<file path="src/rtl/if_pkg.sv">
// Shared types and constants for the instruction fetch unit and its next-PC helper.
package if_pkg;

  typedef enum logic [1:0] {
    FETCH = 2'd0,
    WAIT  = 2'd1,
    HOLD  = 2'd2
  } fetch_state_e;

  localparam logic [31:0] DEFAULT_RESET_PC = 32'h0000_0000;

  localparam int unsigned OP_HI  = 31;
  localparam int unsigned OP_LO  = 26;
  localparam int unsigned IMM_HI = 15;
  localparam int unsigned IMM_LO = 0;
  localparam int unsigned JT_HI  = 25;
  localparam int unsigned JT_LO  = 0;

endpackage

</file>
<file path="src/rtl/instr_fetch_unit_if.sv">
// Instruction-memory read handshake plus decoder-facing instruction handoff.
interface instr_fetch_unit_if #(
  parameter int unsigned AW = 32
);
  logic          imem_req;
  logic [AW-1:0] imem_addr;
  logic          imem_valid;
  logic [31:0]   imem_rdata;
  logic          instr_valid;
  logic          instr_ready;
  logic [31:0]   instr;
  logic [AW-1:0] instr_pc;
  logic [5:0]    Op;
  logic          jump;
  logic          Branch;
  logic          Zero;
  logic [31:0]   retire_count;

  modport master (
    output imem_req, imem_addr, instr_valid, instr, instr_pc, Op, retire_count,
    input  imem_valid, imem_rdata, instr_ready, jump, Branch, Zero
  );

  modport slave (
    input  imem_req, imem_addr, instr_valid, instr, instr_pc, Op, retire_count,
    output imem_valid, imem_rdata, instr_ready, jump, Branch, Zero
  );
endinterface

</file>
<file path="src/rtl/instr_fetch_unit_pc_next_calc.sv">
// Combinational next-PC selection: jump over taken branch over sequential.
module pc_next_calc
  import if_pkg::*;
#(
  parameter int unsigned AW = 32
) (
  input  logic [AW-1:0]    instr_pc_i,
  input  logic [JT_HI:0]   instr_idx_i,
  input  logic             jump_i,
  input  logic             branch_i,
  input  logic             zero_i,
  output logic [AW-1:0]    next_pc_o
);

  logic [AW-1:0] pc4;
  logic [AW-1:0] br_off;
  logic [AW-1:0] br_target;
  logic [AW-1:0] jmp_target;

  assign pc4        = instr_pc_i + AW'(4);
  assign br_off     = {{(AW-18){instr_idx_i[IMM_HI]}}, instr_idx_i[IMM_HI:IMM_LO], 2'b00};
  assign br_target  = pc4 + br_off;
  assign jmp_target = {pc4[AW-1:28], instr_idx_i[JT_HI:JT_LO], 2'b00};

  always_comb begin
    next_pc_o = pc4;
    if (jump_i) begin
      next_pc_o = jmp_target;
    end else if (branch_i && zero_i) begin
      next_pc_o = br_target;
    end
  end

endmodule

</file>
<file path="src/rtl/instr_fetch_unit.sv">
// Single-issue fetch: FETCH issues one read, WAIT takes the reply, HOLD offers it downstream.
module instr_fetch_unit
  import if_pkg::*;
#(
  parameter int unsigned     AW       = 32,
  parameter logic [AW-1:0]   RESET_PC = DEFAULT_RESET_PC
) (
  input  logic                clk,
  input  logic                rst,
  instr_fetch_unit_if.master  bus
);

  fetch_state_e  state_q, state_d;
  logic [AW-1:0] pc_q, pc_d;
  logic [31:0]   instr_q, instr_d;
  logic [AW-1:0] instr_pc_q, instr_pc_d;
  logic [31:0]   retire_q, retire_d;
  logic          started_q;
  logic [AW-1:0] next_pc;

  pc_next_calc #(.AW(AW)) u_pc_next_calc (
    .instr_pc_i  (instr_pc_q),
    .instr_idx_i (instr_q[JT_HI:0]),
    .jump_i      (bus.jump),
    .branch_i    (bus.Branch),
    .zero_i      (bus.Zero),
    .next_pc_o   (next_pc)
  );

  always_comb begin
    state_d    = state_q;
    pc_d       = pc_q;
    instr_d    = instr_q;
    instr_pc_d = instr_pc_q;
    retire_d   = retire_q;
    unique case (state_q)
      FETCH: if (started_q) state_d = WAIT;
      WAIT: begin
        if (bus.imem_valid) begin
          instr_d    = bus.imem_rdata;
          instr_pc_d = pc_q;
          state_d    = HOLD;
        end
      end
      HOLD: begin
        if (bus.instr_ready) begin
          pc_d     = next_pc;
          retire_d = retire_q + 32'd1;
          state_d  = FETCH;
        end
      end
      default: state_d = FETCH;
    endcase
  end

  // started_q holds off the first request until the cycle after reset releases.
  always_ff @(posedge clk) begin
    if (rst) begin
      state_q    <= FETCH;
      pc_q       <= RESET_PC;
      instr_q    <= '0;
      instr_pc_q <= '0;
      retire_q   <= '0;
      started_q  <= 1'b0;
    end else begin
      state_q    <= state_d;
      pc_q       <= pc_d;
      instr_q    <= instr_d;
      instr_pc_q <= instr_pc_d;
      retire_q   <= retire_d;
      started_q  <= 1'b1;
    end
  end

  assign bus.imem_req     = (state_q == FETCH) && started_q;
  assign bus.imem_addr    = bus.imem_req ? pc_q : '0;
  assign bus.instr_valid  = (state_q == HOLD);
  assign bus.instr        = instr_q;
  assign bus.instr_pc     = instr_pc_q;
  assign bus.Op           = instr_q[OP_HI:OP_LO];
  assign bus.retire_count = retire_q;

endmodule
</file>
<file path="src/flat_wrapper.sv">
// flat-port wrapper written by rule: the top's interface ports become plain ports
module instr_fetch_unit_flat import if_pkg::*;
#(
  parameter int unsigned     AW       = 32,
  parameter logic [AW-1:0]   RESET_PC = DEFAULT_RESET_PC
)
  (clk, rst, bus_imem_req, bus_imem_addr, bus_instr_valid, bus_instr, bus_instr_pc, bus_Op, bus_retire_count, bus_imem_valid, bus_imem_rdata, bus_instr_ready, bus_jump, bus_Branch, bus_Zero);
  instr_fetch_unit_if #(.AW(AW)) bus_i ();
  input  logic clk;
  input  logic rst;
  output wire logic [$bits(bus_i.imem_req)-1:0] bus_imem_req;
  output wire logic [$bits(bus_i.imem_addr)-1:0] bus_imem_addr;
  output wire logic [$bits(bus_i.instr_valid)-1:0] bus_instr_valid;
  output wire logic [$bits(bus_i.instr)-1:0] bus_instr;
  output wire logic [$bits(bus_i.instr_pc)-1:0] bus_instr_pc;
  output wire logic [$bits(bus_i.Op)-1:0] bus_Op;
  output wire logic [$bits(bus_i.retire_count)-1:0] bus_retire_count;
  input wire logic [$bits(bus_i.imem_valid)-1:0] bus_imem_valid;
  input wire logic [$bits(bus_i.imem_rdata)-1:0] bus_imem_rdata;
  input wire logic [$bits(bus_i.instr_ready)-1:0] bus_instr_ready;
  input wire logic [$bits(bus_i.jump)-1:0] bus_jump;
  input wire logic [$bits(bus_i.Branch)-1:0] bus_Branch;
  input wire logic [$bits(bus_i.Zero)-1:0] bus_Zero;
  assign bus_imem_req = bus_i.imem_req;
  assign bus_imem_addr = bus_i.imem_addr;
  assign bus_instr_valid = bus_i.instr_valid;
  assign bus_instr = bus_i.instr;
  assign bus_instr_pc = bus_i.instr_pc;
  assign bus_Op = bus_i.Op;
  assign bus_retire_count = bus_i.retire_count;
  assign bus_i.imem_valid = bus_imem_valid;
  assign bus_i.imem_rdata = bus_imem_rdata;
  assign bus_i.instr_ready = bus_instr_ready;
  assign bus_i.jump = bus_jump;
  assign bus_i.Branch = bus_Branch;
  assign bus_i.Zero = bus_Zero;
  instr_fetch_unit #(.AW(AW), .RESET_PC(RESET_PC)) u_core (.clk(clk), .rst(rst), .bus(bus_i));
endmodule
</file>
<file path="config.mk">
export PLATFORM = sky130hd
export DESIGN_NAME = instr_fetch_unit_flat
export DESIGN_NICKNAME = d
export VERILOG_FILES = /design/src/rtl/if_pkg.sv /design/src/rtl/instr_fetch_unit_if.sv /design/src/rtl/instr_fetch_unit_pc_next_calc.sv /design/src/rtl/instr_fetch_unit.sv /design/src/flat_wrapper.sv
export SDC_FILE = /design/constraint.sdc
export NUM_CORES = 1
export LEC_CHECK = 0
export ABC_CLOCK_PERIOD_IN_PS = 4700
export CORE_MARGIN = 4
export CORE_UTILIZATION = 45
export DETAILED_ROUTE_END_ITERATION = 7
export PLACE_DENSITY = 0.82
export SLEW_MARGIN = 25
export SYNTH_ARGS = -nofsm -noshare
export SYNTH_HDL_FRONTEND = slang
export SYNTH_HIERARCHICAL = 1
export SYNTH_SLANG_ARGS = --single-unit
</file>
<file path="constraint.sdc">
create_clock -name clk -period 4.7 [get_ports clk]
set_input_delay 0.47 -clock clk [delete_from_list [all_inputs] [get_ports clk]]
set_output_delay 0.47 -clock clk [all_outputs]
set_load 0.05 [all_outputs]
</file>
==> out/qor.csv <==
stage;metric;value;unit
pwr;switching_share;24.8;%
sta;setup_ws;810;ps
setup_path;startpoint_type;flip-flop;
detailed_routing;ant_nets;0;
detailed_routing;wl_per_cell;17.4;um
pwr;p_clk_share;48.4;%
sta;setup_violations;0;
pwr;power.density;268;nW/um^2
detailed_routing;wirelength;24800;um
final_layout;layout_common_cells;nand2_1, clkdlybuf4s50_1, a21oi_1, dfxtp_1, nor2_1;
run_status;status;finished, final reports clean;
yosys;ys_seq_area_share;33.2;%
clock_network;cts_resized;0;
setup_path;arrival;4150;ps
floorplanning;ioPinCount;175;
clock_network;cts.htree.levels;4;
placed_design;gp_congestion;0.948;
yosys;synthesis.nets;1134;
yosys;avgSynthCellArea;7.48;um^2
yosys;synth-main-ff-cell;dfxtp_1;
final_layout;final_common_cell;nand2_1;
pwr;pwr-share-seq;41.3;%
clock_network;clock_path_buffers;2;
clock_network;cts_buffers;17;
final_layout;area_growth;30.6;%
sta;tightest_slew;1020;ps
floorplanning;initial_utilization;45.9;%
sta;tns;0;ps
global_routing;gr-usage-all-layers;24.3;%
detailed_routing;via_count;8178;
pwr;total_power;2.77;mW
sta;finalHoldViolations;0;
placed_design;dp_hpwl;17700;um
floorplanning;die-area;19700;um^2
yosys;synth.distinct_cells;68;
global_routing;antenna_found_initial;0;
yosys;syn-cell-area;7900;um^2
pwr;vdd_drop_max;248;uV
clock_network;root_buffer;clkbuf_16;
clock_network;cts_tree;yes;
run;max_cap_violations;0;
sta;clock_skew;10.5;ps
floorplanning;num_rows;48;
pwr;power_frac_comb;10.3;%
floorplanning;core-area;17200;um^2
final_layout;fin_util;59.9;%
worst_hold_path;hp-class;reg2reg;
global_routing;grt_pass1_wl;39300;um
clock_network;clk_pin_slew;60;ps
sta;min_period;3890;ps
placed_design;place_area;9730;um^2
final_layout;drive_gt1_share;5.89;%
clock_network;postCtsHoldBufs;0;
final_layout;nFillCells;1548;
final_layout;diodes;0;
sta;finalMaxSlewViolations;0;
global_routing;gr-total-overflow;0;
floorplanning;fp.dieW;141;um
pwr;p_sw;0.686;mW
setup_path;crit_fanout;9;
detailed_routing;drt_first_pass_iters;5;
detailed_routing;avgViaCountPerCell;5.72;
yosys;synth_edf_count;0;
pwr;intPower;2.08;mW
sta;grt_setup_unrepaired;false;
clock_network;cts_setup_buffers;0;
placed_design;place_ws;890;ps
clock_network;clock_latency;420;ps
global_routing;grt_max_degree;84;
detailed_routing;drt_iter0_markers;827;
yosys;synthArstFlopShare;0;%
clock_network;cts.sinks;131;
floorplanning;die_h;141;um
setup_path;critical_path_class;reg2reg;
global_routing;grt_pass1_vias;7595;
setup_path;worstPathRequired;4960;ps
yosys;synthCells;1056;
sta;clock.fmax;257;MHz
setup_path;endpoint_kind;flip-flop;
yosys;synth_seq_cells;131;
pwr;leakage;3.60;nW
final_layout;nets;1271;
final_layout;fin_area;10300;um^2
sta;slew_headroom;31.7;%
yosys;yosysWarnings;6;
sta;fin_crit_sh;82.8;%
detailed_routing;drc;0;
placed_design;port_buffers;174;
-- worst max-delay path, cell delays in order (launching register included) --
cell and delay, ps:
dfxtp_1 460, and4_1 290, and3_1 290, nand2_1 80, nor2_1 210, nand3_1 140
xnor2_1 230, ha_1 360, a21o_1 240, a21oi_1 170, o21ai_0 110, o41ai_1 320
o21ai_0 140, a21boi_1 160, xnor2_1 160, nand2_1 80, xnor2_1 170, nand2_1 60
a21oi_1 60
-- registers in the layout, indices dropped and copies added (netlist names) --
register / cells
u_core/bus.instr_pc: 32
u_core/pc_q: 32
u_core/state_q: 2
u_core/bus.instr: 32
u_core/started_q: 1
u_core/bus.retire_count: 32
-- path summary, 6_finish.rpt --
| kind | slack (ps) | depth (start not counted) | startpoint | endpoint |
|---|---|---|---|---|
| worst max-delay path | 810 | 18 | u_core/bus.instr_pc[12] | u_core/pc_q[31] |
| worst max register to register | 810 | 18 | u_core/bus.instr_pc[12] | u_core/pc_q[31] |
| worst min-delay path | 460 | 2 | u_core/pc_q[6] | u_core/bus.instr_pc[6] |
| worst min register to register | 460 | 2 | u_core/pc_q[6] | u_core/bus.instr_pc[6] |
-- synth_stat cells, drive strengths merged (2+ instances only) --
master / number / area [um^2]
nand2: 238 / 896
a21oi: 163 / 820
dfxtp: 131 / 2620
clkbuf: 53 / 203
nor2: 50 / 190
xnor2: 41 / 367
and2: 38 / 240
ha: 38 / 475
o21ai: 37 / 185
nand3: 28 / 153
nand4: 25 / 156
o31ai: 19 / 148
or4: 19 / 146
xor2: 19 / 166
inv: 16 / 60.1
nor3: 16 / 80.1
a21o: 13 / 97.6
and4: 13 / 119
buf: 13 / 83.8
a211oi: 8 / 65.1
and3: 8 / 57.6
o21a: 8 / 60.1
mux2: 7 / 78.8
nor2b: 5 / 31.3
o211ai: 5 / 37.5
o21bai: 5 / 37.5
nand2b: 4 / 25.0
or2: 4 / 25.0
or3: 4 / 25.0
a221oi: 3 / 32.5
a2bb2oi: 3 / 26.3
a31oi: 3 / 18.8
a21boi: 2 / 18.8
nor3b: 2 / 15.0
nor4: 2 / 12.5
-- power groups by stage --
stage	clock network, mW	logic, mW	registers (mW)
detailed placement	0	0.282	1.17
CTS	1.36	0.284	1.14
finish	1.34	0.285	1.14
global route	1.41	0.304	1.15
global placement	0	0.280	1.17
floorplan	0	0.140	1.21
-- layout make-up --
| type | count | area [um^2] | share of cell area, % |
|---|---|---|---|
| clock inverters | 10 | 133 | 1.29 |
| repair buffers | 184 | 1810 | 17.6 |
| multi-input cells | 843 | 4950 | 47.9 |
| flip-flops and latches | 131 | 2620 | 25.4 |
| inverters | 16 | 60.1 | 0.582 |
| clock buffers | 21 | 460 | 4.46 |
| well taps | 225 | 282 | 2.73 |
-- logic make-up after synthesis --
logic type / share of synthesized area (%)
adders and majority gates: 6.27
muxes: 1.12
AOI/OAI and AO/OA: 20.4
DFF: 33.2
xor gates and xnor gates: 6.74
and+or+nand+nor: 27.9
buffers and inverters: 4.39
-- layer usage --
| layer | global-route usage, % | up-vias | wire length, um |
|---|---|---|---|
| met1 | 32.9 | 3884 | 11200 |
| met4 | 8.06 | 0 | 420 |
| met2 | 39.0 | 287 | 11600 |
| met3 | 4.54 | 36 | 1600 |
| met5 | 0 | - | 0 |
| li1 | - | 3971 | - |
-- through the flow --
step	std cells	hold slack [ps]
floorplan	1056	441
detailed placement	1399	456
CTS	1430	459
global route	1430	475
global placement	1399	449
finish	1430	456
No activity file was read; power rests on OpenSTA's default activity.
